--- src/rtl/chip8_blitter.sv ---
// Sprite/clear engine: screen clear and XOR sprite draw with collision, wrap or clip, 8x N or 16x16 sprites.
// Each command performs read-modify-write on the framebuffer; start/clear_start are ignored while busy.
module chip8_blitter #(
  parameter int HRES_BITS   = 7,
  parameter int VRES_BITS   = 6,
  parameter int ADDR_W      = 12,
  parameter int BIG_SPRITES = 1
) (
  input  logic                 clk,
  input  logic                 rst_n,
  input  logic                 start,
  input  logic                 clear_start,
  input  logic [7:0]           spr_x,
  input  logic [7:0]           spr_y,
  input  logic [ADDR_W-1:0]    spr_addr,
  input  logic [3:0]           spr_rows,
  input  logic                 wrap_mode,
  output logic                 busy,
  output logic                 done,
  output logic                 collision,
  output logic [ADDR_W-1:0]    ram_addr,
  input  logic [7:0]           ram_dout,
  output logic [HRES_BITS-1:0] vram_hpos,
  output logic [VRES_BITS-1:0] vram_vpos,
  output logic [1:0]           vram_pixeli,
  input  logic [1:0]           vram_pixelo,
  output logic                 vram_we
);

  typedef enum logic [2:0] {
    S_IDLE, S_CLEAR, S_FETCH, S_FETCH_LO, S_LATCH, S_PIX, S_PIX_WR, S_DONE
  } state_t;

  localparam int PXW = HRES_BITS + 5;
  localparam int PYW = VRES_BITS + 5;

  state_t                state, state_nxt;
  logic [HRES_BITS-1:0]  x0, hcnt;
  logic [VRES_BITS-1:0]  y0, vcnt;
  logic [ADDR_W-1:0]     base;
  logic [4:0]            nrows, row, col;
  logic                  big, wrap;
  logic [15:0]           shreg;

  logic [PXW-1:0]        px;
  logic [PYW-1:0]        py;
  logic                  clipped, draw_px, last_col, last_row, adv;
  logic [ADDR_W-1:0]     row_addr;

  logic unused_ok;
  assign unused_ok = &{1'b0, spr_x, spr_y};

  assign px       = PXW'(x0) + PXW'(col);
  assign py       = PYW'(y0) + PYW'(row);
  assign clipped  = !wrap && ((px[PXW-1:HRES_BITS] != '0) || (py[PYW-1:VRES_BITS] != '0));
  assign draw_px  = shreg[15] && !clipped;
  assign last_col = (col == (big ? 5'd15 : 5'd7));
  assign last_row = (row == 5'(nrows - 5'd1));
  assign row_addr = base + (big ? ADDR_W'({row, 1'b0}) : ADDR_W'(row));
  assign adv      = (state == S_PIX && !draw_px) || (state == S_PIX_WR);

  assign busy = (state != S_IDLE) && (state != S_DONE);
  assign done = (state == S_DONE);

  always_ff @(posedge clk or negedge rst_n) begin
    if (!rst_n) state <= S_IDLE;
    else        state <= state_nxt;
  end

  always_comb begin
    state_nxt   = state;
    ram_addr    = '0;
    vram_hpos   = '0;
    vram_vpos   = '0;
    vram_pixeli = 2'd0;
    vram_we     = 1'b0;
    case (state)
      S_IDLE: begin
        if (clear_start) state_nxt = S_CLEAR;
        else if (start)  state_nxt = (spr_rows == 4'd0 && BIG_SPRITES == 0) ? S_DONE : S_FETCH;
      end
      S_CLEAR: begin
        vram_hpos = hcnt;
        vram_vpos = vcnt;
        vram_we   = 1'b1;
        if (&hcnt && &vcnt) state_nxt = S_DONE;
      end
      S_FETCH: begin
        ram_addr  = row_addr;
        state_nxt = big ? S_FETCH_LO : S_LATCH;
      end
      S_FETCH_LO: begin
        ram_addr  = row_addr + ADDR_W'(1);
        state_nxt = S_LATCH;
      end
      S_LATCH: state_nxt = S_PIX;
      S_PIX, S_PIX_WR: begin
        if (state == S_PIX_WR || draw_px) begin
          vram_hpos = px[HRES_BITS-1:0];
          vram_vpos = py[VRES_BITS-1:0];
        end
        if (state == S_PIX_WR) begin
          vram_we     = 1'b1;
          vram_pixeli = (vram_pixelo != 2'd0) ? 2'd0 : 2'd3;
        end
        if (state == S_PIX && draw_px) state_nxt = S_PIX_WR;
        else if (last_col)             state_nxt = last_row ? S_DONE : S_FETCH;
        else                           state_nxt = S_PIX;
      end
      S_DONE:  state_nxt = S_IDLE;
      default: state_nxt = S_IDLE;
    endcase
  end

  always_ff @(posedge clk or negedge rst_n) begin
    if (!rst_n) begin
      x0 <= '0; y0 <= '0; base <= '0; nrows <= '0; row <= '0; col <= '0;
      big <= 1'b0; wrap <= 1'b0; shreg <= '0; hcnt <= '0; vcnt <= '0;
      collision <= 1'b0;
    end else begin
      case (state)
        S_IDLE: begin
          if (clear_start) begin
            hcnt <= '0;
            vcnt <= '0;
          end else if (start) begin
            x0        <= spr_x[HRES_BITS-1:0];
            y0        <= spr_y[VRES_BITS-1:0];
            base      <= spr_addr;
            wrap      <= wrap_mode;
            big       <= (spr_rows == 4'd0);
            nrows     <= (spr_rows == 4'd0) ? 5'd16 : {1'b0, spr_rows};
            row       <= '0;
            col       <= '0;
            collision <= 1'b0;
          end
        end
        S_CLEAR: begin
          hcnt <= hcnt + 1'b1;
          if (&hcnt) vcnt <= vcnt + 1'b1;
        end
        S_FETCH_LO: shreg[15:8] <= ram_dout;
        S_LATCH:    shreg <= big ? {shreg[15:8], ram_dout} : {ram_dout, 8'h00};
        default: ;
      endcase
      if (state == S_PIX_WR && vram_pixelo != 2'd0) collision <= 1'b1;
      // Column advance is shared by skipped pixels and completed writes.
      if (adv) begin
        shreg <= shreg << 1;
        if (last_col) begin
          col <= '0;
          row <= row + 1'b1;
        end else begin
          col <= col + 1'b1;
        end
      end
    end
  end

endmodule

--- config.mk ---
export PLATFORM = sky130hd
export DESIGN_NAME = chip8_blitter
export DESIGN_NICKNAME = d
export VERILOG_FILES = /design/src/rtl/chip8_blitter.sv
export SDC_FILE = /design/constraint.sdc
export NUM_CORES = 1
export LEC_CHECK = 0
export CAP_MARGIN = 20
export CELL_PAD_IN_SITES_DETAIL_PLACEMENT = 1
export CELL_PAD_IN_SITES_GLOBAL_PLACEMENT = 1
export CORE_MARGIN = 4
export CORE_UTILIZATION = 34
export DETAILED_ROUTE_END_ITERATION = 6
export PLACE_DENSITY_LB_ADDON = 0.1
export SLEW_MARGIN = 10
export SYNTH_ARGS = -nofsm -noshare
export SYNTH_HDL_FRONTEND = slang
export SYNTH_SLANG_ARGS = --single-unit
--- constraint.sdc ---
create_clock -name clk -period 4.4 [get_ports clk]
set_input_delay 0.66 -clock clk [delete_from_list [all_inputs] [get_ports clk]]
set_output_delay 0.66 -clock clk [all_outputs]
set_load 0.01 [all_outputs]
==> results of run 1 <==
[cell usage after synthesis, types with 2 or more instances]
| cell type | instances | area (µm²) |
|---|---|---|
| fa_1 | 3 | 60.1 |
| nor2_1 | 36 | 135 |
| nand4_1 | 4 | 25.0 |
| or2_2 | 5 | 31.3 |
| clkbuf_1 | 18 | 67.6 |
| buf_2 | 6 | 30.0 |
| nand3_1 | 18 | 90.1 |
| inv_1 | 20 | 75.1 |
| o31ai_1 | 3 | 22.5 |
| a21boi_0 | 2 | 15.0 |
| ha_1 | 22 | 275 |
| xnor2_1 | 13 | 114 |
| a31oi_1 | 2 | 12.5 |
| a211oi_1 | 5 | 37.5 |
| xor2_1 | 14 | 123 |
| nand2_1 | 105 | 394 |
| and3_1 | 10 | 62.6 |
| nand3b_1 | 3 | 22.5 |
| a21oi_1 | 15 | 75.1 |
| and2_1 | 6 | 37.5 |
| or3_1 | 3 | 18.8 |
| o211ai_1 | 7 | 52.6 |
| and4_1 | 3 | 26.3 |
| a22o_1 | 22 | 193 |
| nand2b_1 | 6 | 37.5 |
| o21ai_0 | 49 | 245 |
| o21a_1 | 4 | 30.0 |
| nor3_1 | 11 | 55.1 |
| dfrtp_1 | 74 | 1850 |
| a31o_2 | 2 | 17.5 |
| o211a_1 | 2 | 20.0 |
| o22ai_1 | 4 | 25.0 |
| mux2i_1 | 9 | 90.1 |
| nor2b_1 | 8 | 50.1 |
| a21o_1 | 9 | 67.6 |
| mux2_2 | 22 | 248 |
[kinds of logic after synthesis]
| logic type | count (synthesis) |
|---|---|
| xor+xnor | 28 |
| buf+inv | 46 |
| flops | 74 |
| mux | 31 |
| fa+ha+maj | 25 |
| simple gates | 226 |
| compound gates | 139 |
[flip-flops by register name, indices dropped and copies added (netlist names)]
signal     count
wrap           1
shreg         16
vcnt           6
hcnt           7
base          12
collision      1
row            5
y0             6
nrows          5
col            5
state          3
x0             7
[final timing paths]
kind / cells after the start / start / slack [ps] / end
max: 10 / nrows[4] / 110 / ram_addr[10]
min: 1 / rst_n / 310 / y0[0]
max reg2reg: 9 / row[0] / 1290 / shreg[9]
min reg2reg: 2 / x0[0] / 480 / x0[0]
max in group asynchronous: 3 / rst_n / 3060 / vcnt[4]
min in group clk: 2 / x0[0] / 480 / x0[0]
[power by group]
part	switching [µW]	internal, µW
Sequential	309	973
Combinational	1220	1080
Clock	301	528
[through the flow]
step | hold WS (ps) | total power [µW] | setup TNS [ps] | util [%]
floorplan | 364 | 2770 | 0 | -
global placement | 460 | 3470 | 0 | 42.0
detailed placement | 471 | 3560 | 0 | 42.0
CTS | 485 | 4450 | 0 | 44.6
global route | 345 | 4790 | -109 | 45.0
finish | 311 | 4410 | 0 | 45.0
[layout make-up]
| class | count | area, µm² | area share (%) |
|---|---|---|---|
| Multi-Input combinational cell | 449 | 3000 | 47.3 |
| Inverter | 20 | 75.1 | 1.18 |
| Sequential cell | 74 | 1850 | 29.2 |
| Clock inverter | 4 | 73.8 | 1.16 |
| Timing Repair Buffer | 87 | 858 | 13.5 |
| Clock buffer | 12 | 256 | 4.05 |
| Tap cell | 180 | 225 | 3.55 |
[worst max-delay path: cells and delay by family (launching register included)]
| kind | cells | cell delay [ps] |
|---|---|---|
| AOI/OAI and AO/OA | 4 | 880 |
| buffers and inverters | 2 | 720 |
| muxes | 2 | 560 |
| DFF | 1 | 410 |
| and+or+nand+nor | 1 | 400 |
| adders and majority gates | 1 | 310 |
[repair_timing]
item                       in CTS  in global routing
gates resized for setup        12                  6
hold endpoints to repair        0                  0
buffers inserted                0                  0
setup endpoints to repair       3                  4
pin swaps                       2                  0
[per-layer routing]
| layer | share of wire, % | wire (µm) |
|---|---|---|
| met1 | 47 | 6650 |
| met2 | 49 | 6930 |
| met3 | 3.1 | 445 |
| met4 | 1.4 | 193 |
| met5 | 0 | 0 |
==> run_results.csv, run 1 <==
group,metric,value,unit
die,dieArea,16600,µm²
synthesis,synth-simple-area-share,21.2,%
timing,slew_headroom,54.6,%
worst_setup_path,worstPathMaxFanout,9,
synthesis,yosys_warnings,0,
worst_setup_path,critPathArrivalTime,3630,ps
outcome,outcome,"finished, final reports clean",
synthesis,synth_fa_ha_area_share,6.74,%
detailed_routing,wl_per_cell,17.2,µm
die,initial_utilization,35.3,%
clock_tree,hold_buffers,0,
timing,worst_pin_slew,673,ps
final_layout,fin_area,6340,µm²
timing,skew,6.48,ps
final_layout,final_cell_mix,"nand2_1 (105), dfrtp_1 (74), clkdlybuf4s50_1 (71), o21ai_0 (46), nor2_1 (35)",
power_and_ir_drop,power_density,696,nW/µm²
global_routing,grt_pass1_vias,4735,
flow_run,drv_cap,0,
detailed_routing,routed-via-count,4328,
clock_tree,cts_tree,"built",
global_routing,grt_use_met1,22.8,%
timing,setup_viol_count_final,0,
worst_setup_path,crit_chain,"buf_6 -> mux2_2 -> ha_2 -> or3_1 -> o21a_1 -> a21boi_1 -> o21ai_2 -> a2111oi_4 -> mux2i_1 -> clkdlybuf4s50_1",
global_routing,grt_antenna_before_repair,0,
worst_setup_path,required,3740,ps
die,chipHeight,129,µm
timing,final_hold_viol_count,0,
synthesis,ys_seq_area_share,37.2,%
global_routing,grtUsageMet3,3.49,%
synthesis,avgSynthCellArea,8.74,µm²
timing,grt_setup_unrepaired,"yes",
synthesis,synth_area,4970,µm²
worst_setup_path,start_kind,"flip-flop",
worst_hold_path,hp-class,"in2async",
global_routing,grt_util_met2,30.8,%
timing,max_freq,233,MHz
global_routing,grt_start_max_net_pins,42,
final_layout,drive_above_1_share,11.9,%
final_layout,nets,713,
global_routing,grt_pass1_wl,23800,µm
placed_design,numPortBuffers,74,
synthesis,synth_top_family_by_area,"simple AND/OR/NAND/NOR gates",
clock_tree,cts_buffers,9,
synthesis,synth_compound_area_share,19.1,%
synthesis,synth_edf_count,0,
placed_design,dp_slack,87.5,ps
placed_design,place.gp.congestion,0.810,
timing,setup_slack,114,ps
timing,fin_crit,4290,ps
detailed_routing,vias_per_cell,5.24,
global_routing,grt_overflow,0,
clock_tree,htreeDepth,3,
die,core,14100,µm²
placed_design,placed_area,5920,µm²
synthesis,yosys_most_used_dff,"dfrtp_1",
clock_tree,clk_transition_reported_paths,60,ps
clock_tree,clock_latency,350,ps
die,die_width,129,µm
worst_setup_path,cp-end-kind,"output port",
synthesis,muxShareOfSynthArea,6.79,%
clock_tree,root_buffer,"clkbuf_16",
synthesis,syn-num-nets,641,
die,io_pins,78,
synthesis,synth_xor_area_share,5.23,%
global_routing,grtUsageTotal,17.9,%
placed_design,place_inst,809,
placed_design,hpwlAfterDp,10400,µm
synthesis,synthArstFlopShare,100,%
die,rows,43,
power_and_ir_drop,ir_worst_vdd,0.275,mV
synthesis,ys_ff_latch,74,
synthesis,syn_inst,569,
power_and_ir_drop,p_leak,0.00289,µW
final_layout,area_delta_synth_final,27.4,%
detailed_routing,wl,14200,µm
clock_tree,clock_sinks,74,
worst_setup_path,slowest_delay,550,ps
timing,slew_viol_final,0,
final_layout,mostFrequentLayoutCell,"nand2_1",
global_routing,top_usage_layer,"met2",
detailed_routing,first_iter_violations,174,
worst_setup_path,criticalPathCategory,"reg2out",
final_layout,nFillCells,1649,
timing,finalCritPeriodShare,97.4,%
detailed_routing,detail-route-antenna-nets,0,
clock_tree,clockBufferDepth,2,
final_layout,antenna_cells,0,
worst_setup_path,cp_slowest_cell,"clkdlybuf4s50_1",
final_layout,stdcell_count,826,
synthesis,ys_types,60,
detailed_routing,drc,0,
detailed_routing,drt_pass1_iterations,4,
No activity file was read; power rests on OpenSTA's default activity.
==> inputs of run 2 (changes only) <==
--- a/config.mk
+++ b/config.mk
@@ -5,6 +5,7 @@
 export SDC_FILE = /design/constraint.sdc
 export NUM_CORES = 1
 export LEC_CHECK = 0
+export ABC_CLOCK_PERIOD_IN_PS = 4400
 export CAP_MARGIN = 20
 export CELL_PAD_IN_SITES_DETAIL_PLACEMENT = 1
 export CELL_PAD_IN_SITES_GLOBAL_PLACEMENT = 1
@@ -12,6 +13,7 @@
 export CORE_UTILIZATION = 34
 export DETAILED_ROUTE_END_ITERATION = 6
 export PLACE_DENSITY_LB_ADDON = 0.1
+export SKIP_CTS_REPAIR_TIMING = 1
 export SLEW_MARGIN = 10
 export SYNTH_ARGS = -nofsm -noshare
 export SYNTH_HDL_FRONTEND = slang
==> run 2 against run 1 <==
Highest routed layer unchanged; clock power is essentially flat; sequential power is essentially flat; non-clock buffer count is the same; critical endpoint unchanged; core utilization grew 0.19 points; critical path depth is the same; design area grew 0.41%.
==> run_results.csv, run 2 (synthesis results as in run 1) <==
group,metric,value,unit
final_layout,area_delta_synth_final,27.9,%
final_layout,reg.largest.list,"shreg (16), base (12)",
detailed_routing,wl,14300,µm
clock_tree,clock_latency,350,ps
die,rows,43,
placed_design,hpwlAfterDp,10400,µm
detailed_routing,detail-route-antenna-nets,0,
detailed_routing,vias_per_cell,5.25,
final_layout,register_area,1850,µm²
die,core,14100,µm²
detailed_routing,drc,0,
global_routing,grt_pass1_vias,4696,
global_routing,grt_antenna_before_repair,0,
outcome,outcome,"finished, final reports clean",
detailed_routing,routed-via-count,4338,
placed_design,place_inst,809,
die,chipHeight,129,µm
worst_setup_path,reg2regPathDepth,9,
flow_run,drv_cap,0,
global_routing,grt_pass1_wl,23700,µm
timing,skew,6.54,ps
final_layout,mostFrequentLayoutCell,"nand2_1",
die,dieArea,16600,µm²
worst_setup_path,r2r_end,"shreg[9]",
final_layout,largest_reg_flops,16,
final_layout,multi_input_area,3020,µm²
detailed_routing,wl_per_cell,17.3,µm
global_routing,grt_overflow,0,
timing,finalCritPeriodShare,97.6,%
clock_tree,clockBufferDepth,2,
timing,worst_pin_slew,674,ps
timing,hold_ws,312,ps
final_layout,antenna_cells,0,
timing,max_freq,233,MHz
final_layout,nFillCells,1647,
final_layout,nets,713,
clock_tree,cts_buffers,9,
timing,setup_viol_count_final,0,
clock_tree,clk_transition_reported_paths,60,ps
worst_setup_path,criticalPathCategory,"reg2out",
timing,fin_crit,4290,ps
final_layout,final_cell_mix,"nand2_1 (105), dfrtp_1 (74), clkdlybuf4s50_1 (71), o21ai_0 (46), nor2_1 (35)",
detailed_routing,first_iter_violations,205,
clock_tree,clock_sinks,74,
placed_design,place.gp.congestion,0.810,
worst_setup_path,required,3740,ps
global_routing,grtUsageTotal,17.8,%
worst_setup_path,worstPathMaxFanout,9,
final_layout,largest-register,"shreg",
clock_tree,cts_tree,"built",
die,initial_utilization,35.3,%
die,die_width,129,µm
worst_hold_path,hp-class,"in2async",
worst_setup_path,r2r-start,"row[0]",
worst_setup_path,critPathArrivalTime,3630,ps
final_layout,stdcell_count,826,
global_routing,grt_start_max_net_pins,42,
worst_setup_path,start_kind,"flip-flop",
timing,grt_setup_unrepaired,"yes",
clock_tree,root_buffer,"clkbuf_16",
timing,slew_viol_final,0,
worst_setup_path,cp-end-kind,"output port",
final_layout,drive_above_1_share,12.4,%
die,io_pins,78,
power_and_ir_drop,ir_worst_vdd,0.275,mV
timing,final_hold_viol_count,0,
detailed_routing,drt_pass1_iterations,4,
timing,slew_headroom,54.6,%
power_and_ir_drop,power_density,696,nW/µm²
worst_setup_path,regToRegSetupSlack,1290,ps
clock_tree,htreeDepth,3,
placed_design,numPortBuffers,74,
power_and_ir_drop,p_leak,0.00290,µW
[run 2: cell count changes in the layout (fill, tap and decap cells not counted), sizes merged]
cell / before / now
dlymetal6s2s: 1 / 2
dlygate4sd2: 1 / 0
[run 2: worst max path at each step]
| stage | endpoint | slack, ps | startpoint | cells after the start |
|---|---|---|---|---|
| 6_report | ram_addr[10] | 110 | nrows[4] | 10 |
| 5_1_grt | ram_addr[10] | -80 | nrows[4] | 10 |
| 4_1_cts | ram_addr[10] | -330 | nrows[4] | 10 |
| 3_5_place_dp | ram_addr[10] | 90 | nrows[4] | 10 |
| 3_3_place_gp | ram_addr[11] | 200 | nrows[4] | 9 |
| 2_1_floorplan | ram_addr[11] | 500 | nrows[4] | 9 |
[run 2: metrics by stage]
step | setup TNS (ps) | instance area (µm²) | util (%) | setup WS [ps] | total power [µW]
finish | 0 | 6360 | 45.1 | 105 | 4430
global route | -78.5 | 6360 | 45.1 | -78.5 | 4810
CTS | -526 | 6250 | 44.4 | -334 | 4420
detailed placement | 0 | 5920 | 42.0 | 87.5 | 3560
global placement | 0 | 5920 | 42.0 | 204 | 3470
floorplan | 0 | 4970 | - | 497 | 2770
[run 2: layout make-up]
type / count / share of cell area (%)
clock buffer: 12 / 4.03
clock inverter: 4 / 1.16
inverter: 20 / 1.18
multi-input combinational: 449 / 47.5
sequential: 74 / 29.1
tap: 180 / 3.54
timing repair buffer: 87 / 13.5
[run 2: worst max-delay path: stages, from the launching register on]
cell and delay, ps:
dfrtp_1 400, buf_4 200, mux2_2 350, ha_2 310, or3_1 400, o21a_1 160
a21boi_1 200, o21ai_2 150, a2111oi_4 350, mux2i_1 220, clkdlybuf4s50_1 550
[run 2: power by group]
group / total, µW / switching, µW / internal, µW
clock network: 829 / 301 / 528
registers: 1280 / 312 / 973
logic: 2310 / 1230 / 1090
total: 4430 / 1840 / 2590
[run 2: metal layers]
layer / vias to the layer above / share of wire [%] / GRT usage, %
met5: - / 0 / 0
met3: 14 / 3.1 / 3.40
li1: 2152 / - / -
met1: 2114 / 47 / 22.8
met4: 0 / 1.4 / 4.76
met2: 58 / 49 / 30.9
